File: src/rtl/id_ex_stage.sv
// ID/EX pipeline register with RAW hazard resolution feeding the ALU.
// ID_EX_FORWARD_EN selects M/W forwarding; undefined, decode stalls on E/M producers.
module id_ex_stage #(
  parameter int unsigned WIDTH = 32,
  parameter int unsigned REGW  = 5
) (
  input  logic             clk,
  input  logic             reset,
  input  logic             ValidD,
  input  logic [REGW-1:0]  RsD,
  input  logic [REGW-1:0]  RtD,
  input  logic [REGW-1:0]  RdD,
  input  logic [WIDTH-1:0] RD1D,
  input  logic [WIDTH-1:0] RD2D,
  input  logic [WIDTH-1:0] SignImmD,
  input  logic [4:0]       ShamtD,
  input  logic [3:0]       ALUControlD,
  input  logic             ALUSrcD,
  input  logic             ShiftSrcD,
  input  logic             RegDstD,
  input  logic             RegWriteD,
  input  logic             MemtoRegD,
  input  logic             MemWriteD,
  input  logic             FlushE,
  input  logic [WIDTH-1:0] ALUOutM,
  input  logic [REGW-1:0]  WriteRegM,
  input  logic             RegWriteM,
  input  logic [WIDTH-1:0] ResultW,
  input  logic [REGW-1:0]  WriteRegW,
  input  logic             RegWriteW,
  output logic [WIDTH-1:0] SrcAE,
  output logic [WIDTH-1:0] SrcBE,
  output logic [3:0]       ALUControlE,
  output logic [WIDTH-1:0] WriteDataE,
  output logic [REGW-1:0]  WriteRegE,
  output logic             RegWriteE,
  output logic             MemtoRegE,
  output logic             MemWriteE,
  output logic             ValidE,
  output logic             StallD
);

  logic [REGW-1:0]  rs_q, rt_q, rd_q;
  logic [WIDTH-1:0] rd1_q, rd2_q, imm_q;
  logic [4:0]       shamt_q;
  logic [3:0]       alu_ctrl_q;
  logic             alu_src_q, shift_src_q, reg_dst_q;
  logic             reg_write_q, mem_to_reg_q, mem_write_q, valid_q;
  logic [WIDTH-1:0] fwd_a, fwd_b;
  logic [REGW-1:0]  write_reg_e;

  // Data fields are don't-care in a bubble, so they load unconditionally.
  always_ff @(posedge clk) begin
    if (reset) begin
      rs_q         <= '0;
      rt_q         <= '0;
      rd_q         <= '0;
      rd1_q        <= '0;
      rd2_q        <= '0;
      imm_q        <= '0;
      shamt_q      <= '0;
      alu_ctrl_q   <= '0;
      alu_src_q    <= 1'b0;
      shift_src_q  <= 1'b0;
      reg_dst_q    <= 1'b0;
      reg_write_q  <= 1'b0;
      mem_to_reg_q <= 1'b0;
      mem_write_q  <= 1'b0;
      valid_q      <= 1'b0;
    end else begin
      rs_q    <= RsD;
      rt_q    <= RtD;
      rd_q    <= RdD;
      rd1_q   <= RD1D;
      rd2_q   <= RD2D;
      imm_q   <= SignImmD;
      shamt_q <= ShamtD;
      if (FlushE || StallD) begin
        alu_ctrl_q   <= '0;
        alu_src_q    <= 1'b0;
        shift_src_q  <= 1'b0;
        reg_dst_q    <= 1'b0;
        reg_write_q  <= 1'b0;
        mem_to_reg_q <= 1'b0;
        mem_write_q  <= 1'b0;
        valid_q      <= 1'b0;
      end else begin
        alu_ctrl_q   <= ALUControlD;
        alu_src_q    <= ALUSrcD;
        shift_src_q  <= ShiftSrcD;
        reg_dst_q    <= RegDstD;
        reg_write_q  <= RegWriteD;
        mem_to_reg_q <= MemtoRegD;
        mem_write_q  <= MemWriteD;
        valid_q      <= ValidD;
      end
    end
  end

  assign write_reg_e = reg_dst_q ? rd_q : rt_q;

`ifdef ID_EX_FORWARD_EN
  always_comb begin
    fwd_a = rd1_q;
    fwd_b = rd2_q;
    if (RegWriteM && (WriteRegM != '0) && (WriteRegM == rs_q)) begin
      fwd_a = ALUOutM;
    end else if (RegWriteW && (WriteRegW != '0) && (WriteRegW == rs_q)) begin
      fwd_a = ResultW;
    end
    if (RegWriteM && (WriteRegM != '0) && (WriteRegM == rt_q)) begin
      fwd_b = ALUOutM;
    end else if (RegWriteW && (WriteRegW != '0) && (WriteRegW == rt_q)) begin
      fwd_b = ResultW;
    end
  end

  // Only a load in E has no value to forward yet.
  assign StallD = ValidD & mem_to_reg_q & reg_write_q & (write_reg_e != '0) &
                  ((write_reg_e == RsD) | (write_reg_e == RtD));
`else
  logic rs_hit, rt_hit;
  logic unused_fwd;

  assign fwd_a = rd1_q;
  assign fwd_b = rd2_q;

  // W is covered by the register file writing before it reads.
  assign rs_hit = (RsD != '0) & ((reg_write_q & (write_reg_e == RsD)) |
                                 (RegWriteM & (WriteRegM == RsD)));
  assign rt_hit = (RtD != '0) & ((reg_write_q & (write_reg_e == RtD)) |
                                 (RegWriteM & (WriteRegM == RtD)));
  assign StallD = ValidD & (rs_hit | rt_hit);

  assign unused_fwd = ^{ALUOutM, ResultW, WriteRegW, RegWriteW, rs_q};
`endif

  // Shifts carry the amount in A and the value to shift in B.
  assign SrcAE       = shift_src_q ? {{(WIDTH-5){1'b0}}, shamt_q} : fwd_a;
  assign SrcBE       = alu_src_q ? imm_q : fwd_b;
  assign WriteDataE  = fwd_b;
  assign WriteRegE   = write_reg_e;
  assign ALUControlE = alu_ctrl_q;
  assign RegWriteE   = reg_write_q;
  assign MemtoRegE   = mem_to_reg_q;
  assign MemWriteE   = mem_write_q;
  assign ValidE      = valid_q;

endmodule
File: config.mk
export PLATFORM = sky130hd
export DESIGN_NAME = id_ex_stage
export DESIGN_NICKNAME = d
export VERILOG_FILES = /design/src/rtl/id_ex_stage.sv
export SDC_FILE = /design/constraint.sdc
export NUM_CORES = 1
export LEC_CHECK = 0
export CORE_AREA = 2 2 122 124
export DETAILED_ROUTE_END_ITERATION = 16
export DIE_AREA = 0 0 124 126
export PLACE_DENSITY = 0.73
export SLEW_MARGIN = 20
export SYNTH_ARGS = -nofsm -noshare
export SYNTH_HDL_FRONTEND = slang
export SYNTH_SLANG_ARGS = --single-unit
File: constraint.sdc
create_clock -name clk -period 2.6 [get_ports clk]
set_clock_uncertainty 0.2 [all_clocks]
set_input_delay 0.52 -clock clk [delete_from_list [all_inputs] [get_ports clk]]
set_output_delay 0.52 -clock clk [all_outputs]
set_load 0.01 [all_outputs]
# == Yosys cells after proc, flatten, opt, wreduce, memory -nomap -nowiden ==
# Index checks and enable logic that the tools add are counted.
# word_totals
reg_bits,122
in_bits,206
out_inout_bits,110
word_cells,35
# op_classes
n_eq_ne,4
n_mux,3
n_bitwise,10
n_reduce_logical,4
# ops
cell,count
$mux W32,2
$eq A5 B5 Y1,4
$reduce_bool A5 Y1,2
$and A1 B1 Y1,7
$mux W5,1
$or A1 B1 Y1,3
$reduce_or A2 Y1,1
$logic_or A1 B1 Y1,1

# == Longest topological paths before layout ==
# Gate-level depths: netlist (run 1).
# depth
ltp_word,9
depth_mapped,7
depth_no_buf,5

# == Worst setup path before layout (run 1) ==
# Ideal clock, no wire load.
# synth_timing
path_type,input to output
from,input port RsD[1]
to,output port StallD
arrival_time_ns,1.815
t_required_ns,1.880
slack_ns,0.065
stages,5
path_buffers,0
cell_sequence,or4_4 > o211ai_2 > o22ai_1 > a22o_1 > or2_2
# synth_between
elab_chain_len,6
elab_cells_between_ends,9
classes_between,2 x eq/ne; 6 x bitwise; 1 x reduce/logical
# synth_rtl
element,line,source
start: declaration,10,"input logic [REGW-1:0] RsD,"
$eq A5 B5 Y1 (on tied branches),"129, 130",
$and A1 B1 Y1 (on tied branches),"129, 130",
$or A1 B1 Y1,129,assign rs_hit = (RsD != '0) & ((reg_write_q & (write_reg_e == RsD)) |
$and A1 B1 Y1 (*),129,
$or A1 B1 Y1 (*),133,assign StallD = ValidD & (rs_hit | rt_hit);
$and A1 B1 Y1 (*),133,
end: declaration,40,output logic StallD
# Every way passes the cells marked *; elsewhere a longest branch is shown, timed or not.

# == Final worst setup path (run 1) ==
# layout_timing
from,input port RsD[4]
to,output port StallD
# Same word-level chain as after synthesis.

==> results of run 1 <==
[final cells by class]
class / count / share of cell area (%)
Clock buffer: 25 / 6.41
Clock inverter: 7 / 1.11
Inverter: 5 / 0.238
Multi-Input combinational cell: 240 / 23.5
Sequential cell: 122 / 31.0
Tap cell: 184 / 2.92
Timing Repair Buffer: 283 / 34.7
[worst max path at each step]
stage | start | to | cells past startpoint
after CTS | RtD[3] | StallD | 7
after floorplan | RsD[1] | StallD | 5
final | RsD[4] | StallD | 7
after global routing | reg_dst_q$_SDFF_PP0_ | StallD | 8
after detailed placement | RsD[1] | StallD | 7
after global placement | RsD[1] | StallD | 7
[sequential cells by signal, indices dropped and copies added, names as in the netlist]
name and flops:
rd_q 5, alu_src_q 1, rt_q 5, RegWriteE 1
fwd_a 32, WriteDataE 32, imm_q 32, MemtoRegE 1
ALUControlE 4, shift_src_q 1, MemWriteE 1, ValidE 1
reg_dst_q 1, shamt_q 5
[per-layer routing]
layer  GRT usage, %  wire length (um)
met1           15.9              4630
met2           29.0              6580
met3           7.56              1250
met4           5.35               225
met5              0                 0
[metrics by stage]
stage          util (%)  TNS (ns)  hold slack [ns]  total power, mW
6_report           55.1    -0.241            0.255             5.06
5_1_grt            55.1    -0.357            0.259             5.27
4_1_cts            54.8    -0.205            0.237             5.12
3_5_place_dp       50.1     -1.52            0.579             2.78
3_3_place_gp       50.1    -0.859            0.545             2.77
2_1_floorplan         -         0            0.448             2.30
[kinds of logic (layout without fill, tap and decap cells)]
group,count (synthesis),in the layout,share of synthesized area (%)
AND/OR/NAND/NOR,171,171,25.2
flip-flops,122,122,55.7
multiplexers,42,42,10.7
buffers and inverters,28,320,2.91
XOR/XNOR,20,20,4.00
AO/OA/AOI/OAI,7,7,1.43
[repair_timing]
item / CTS / global route
setup buffers: 10 / 0
hold buffers: 0 / 0
gates resized for setup: 48 / 7
pin swaps: 7 / 1
endpoints found under the setup margin: 28 / 34
[cells in the final DEF, fill, tap and decap left out, types with 2 or more instances in the layout]
| cell type | n |
|---|---|
| clkdlybuf4s50_1 | 231 |
| nor2b_1 | 138 |
| dfxtp_1 | 120 |
| mux2_2 | 37 |
| buf_4 | 35 |
| xnor2_1 | 17 |
| clkbuf_16 | 17 |
| nand2_1 | 11 |
| nor3_2 | 9 |
| inv_1 | 5 |
| clkbuf_8 | 5 |
| buf_2 | 5 |
| mux2i_1 | 4 |
| clkinv_2 | 4 |
| buf_6 | 4 |
| xnor2_2 | 3 |
| clkbuf_1 | 3 |
| dlygate4sd2_1 | 3 |
| nor4_2 | 2 |
| or4_4 | 2 |
| nor2_1 | 2 |
| nand4_1 | 2 |
| o211ai_2 | 2 |
| nor3b_1 | 2 |
| bufinv_16 | 2 |
| clkdlybuf4s15_1 | 2 |
[synthesized netlist by cell type (2+ instances only)]
library cell  instances
dfxtp_1             122
nor3b_1               2
nand4_1               2
buf_1                 3
or4_4                 2
buf_6                 3
mux2_2               37
nor2_1                2
clkbuf_1             17
nor2b_1             138
mux2i_1               4
o211ai_2              2
nor4_2                2
xnor2_1              20
nand2_1              11
inv_1                 5
nor3_2                9
[power by group through the flow]
stage	logic (mW)	registers, mW	clock network, mW
finish	0.750	2.00	2.31
global route	0.801	2.01	2.45
CTS	0.753	2.00	2.37
detailed placement	0.740	2.04	0
global placement	0.729	2.04	0
floorplan	0.252	2.05	0
[critical path: stages]
cell and delay (ns):
buf_2 0.11, or4_4 0.55, o211ai_2 0.19, o22ai_2 0.10, a22o_1 0.23, or2_4 0.25, buf_6 0.12
==> impl_results.md, run 1 <==
- Final worst-path cycle share: 107%
- Syn avg cell area: 11.2 um^2
- Largest area contributor in the netlist: dfxtp_1
- Register area: 0.00245 mm^2
- Routed len/inst: 14.7 um
- Dpl cell area: 0.00717 mm^2
- Final Cell Area: 0.00788 mm^2
- Worst reg2reg setup slack: 0.58 ns
- Initial antenna violation count: 0
- WHS Path Cells: 3
- Leak Pwr: 3.18 nW
- Placed wire-length estimate: 9.46 mm
- Final setup vio count: 2
- Violated checks: negative setup slack
- Worst hold path type: in -> reg
- Slew margin rel.: 70.8%
- Placement Setup Slack: -0.907 ns
- FMAX: 358 MHz
- Syn nets: 596
- Sequential element share of the synthesized area: 55.7%
- Worst Tran Pin Value: 0.437 ns
- Starting Density: 30.6%
- ANT cells: 0
- First-pass GRT wire length: 19.1 mm
- Post-synth EDFFs: 0
- Path depth of the worst reg2reg path: 8
- H-tree levels: 4
- Internal Power: 4.00 mW
- Clk_lat worst skew: 0.40 ns
- Pwr/cell area: 642 mW/mm^2
- R2R Path Start: reg_dst_q$_SDFF_PP0_
- Area taken by multi-input logic gates: 0.00186 mm^2
- Sw Pwr: 1.07 mW
- Layout cells sized above 1: 20.1%
- Run status: finished, violations left
- Seq pwr share: 39.6%
- Crit end category: primary output
- Share of synthesized registers carrying an async set or reset: 0%
- Final worst slack: -0.194 ns
- Non-filler instance count after layout: 866
- CTS Buf Count: 17
- Core Area: 0.0143 mm^2
- Placement row count: 44
- Die height: 126 um
- Nets: 875
- Number of global-route vias before repair: 3917
- Area delta synth->final: 79.8%
- Residual DRC: 0
- Post-Syn Area: 0.00438 mm^2
- #FFs+latches synth: 122
- Area of the die: 0.0156 mm^2
- Max-Cap Viols: 0
- Yosys warning total: 0
- Sw Share: 21.1%
- Max IR drop VDD: 0.425 mV
- Top-Level Pins: 316
- Post-synthesis instance total: 390
- Top_reg_cell synth: dfxtp_1
- WHS Endpoint: rt_q[3]$_SDFF_PP0_
- Yosys top cell area share: 55.7%
- Combinational Power Share: 14.8%
- Final Critical Period: 2.79 ns
- Synth cell types: 26
- Via density: 4.20
- HP Start: RtD[3]
- Fill cell count: 1212
- Via count: 3637
- Reg2reg end: ALUControlE[0]$_SDFF_PP0_
- Clock power frac: 45.6%
- DP Cell Count: 824
- RSZ-0062 raised after global routing: true
- Worst-path clk slew: 0.05 ns
- Clock buffer depth: 2
- Post-Route WL: 12.7 mm
- Startpoint Class: input port
- CP Data Required Time: 1.88 ns
- Area contributors post-synth: dfxtp_1 (56%), nor2b_1 (20%), mux2_2 (9.5%)
- Drt pass-1 iters: 4
- Antenna-violating nets left: 0
- GR Overflow Total: 0
- Pins Over Slew Limit: 0
- Iter 0 DRT Violations: 66
- Largest net degree at the start of global routing: 43
- Width of the die: 124 um
- Num Clock Sinks: 122
- Root Buffer Master: clkbuf_16
- CP max FO: 2
- Hold Vio Cnt, Final: 0
- Gp weighted congestion: 0.839
- Buffers on Ports: 245
- Setup CP Type: in -> out
- CTS tree: done
- All-Layer GR Usage: 16.0%
- Worst path arrival time: 2.07 ns
Note: power is estimated with default switching activity, not from simulation.
==> run 2, diff against run 1 <==
--- a/config.mk
+++ b/config.mk
@@ -8,6 +8,7 @@
 export CORE_AREA = 2 2 122 124
 export DETAILED_ROUTE_END_ITERATION = 16
 export DIE_AREA = 0 0 124 126
+export HOLD_SLACK_MARGIN = 0.05
 export PLACE_DENSITY = 0.73
 export SLEW_MARGIN = 20
 export SYNTH_ARGS = -nofsm -noshare
==> results of run 2 <==
No change in the layout: final DEF, timing and power equal those of run 1.
==> run 3, diff against run 2 <==
--- a/config.mk
+++ b/config.mk
@@ -6,6 +6,7 @@
 export NUM_CORES = 1
 export LEC_CHECK = 0
 export CORE_AREA = 2 2 122 124
+export CTS_CLUSTER_SIZE = 24
 export DETAILED_ROUTE_END_ITERATION = 16
 export DIE_AREA = 0 0 124 126
 export HOLD_SLACK_MARGIN = 0.05
==> results of run 3 <==
No change in the layout: final DEF, timing and power equal those of run 1.
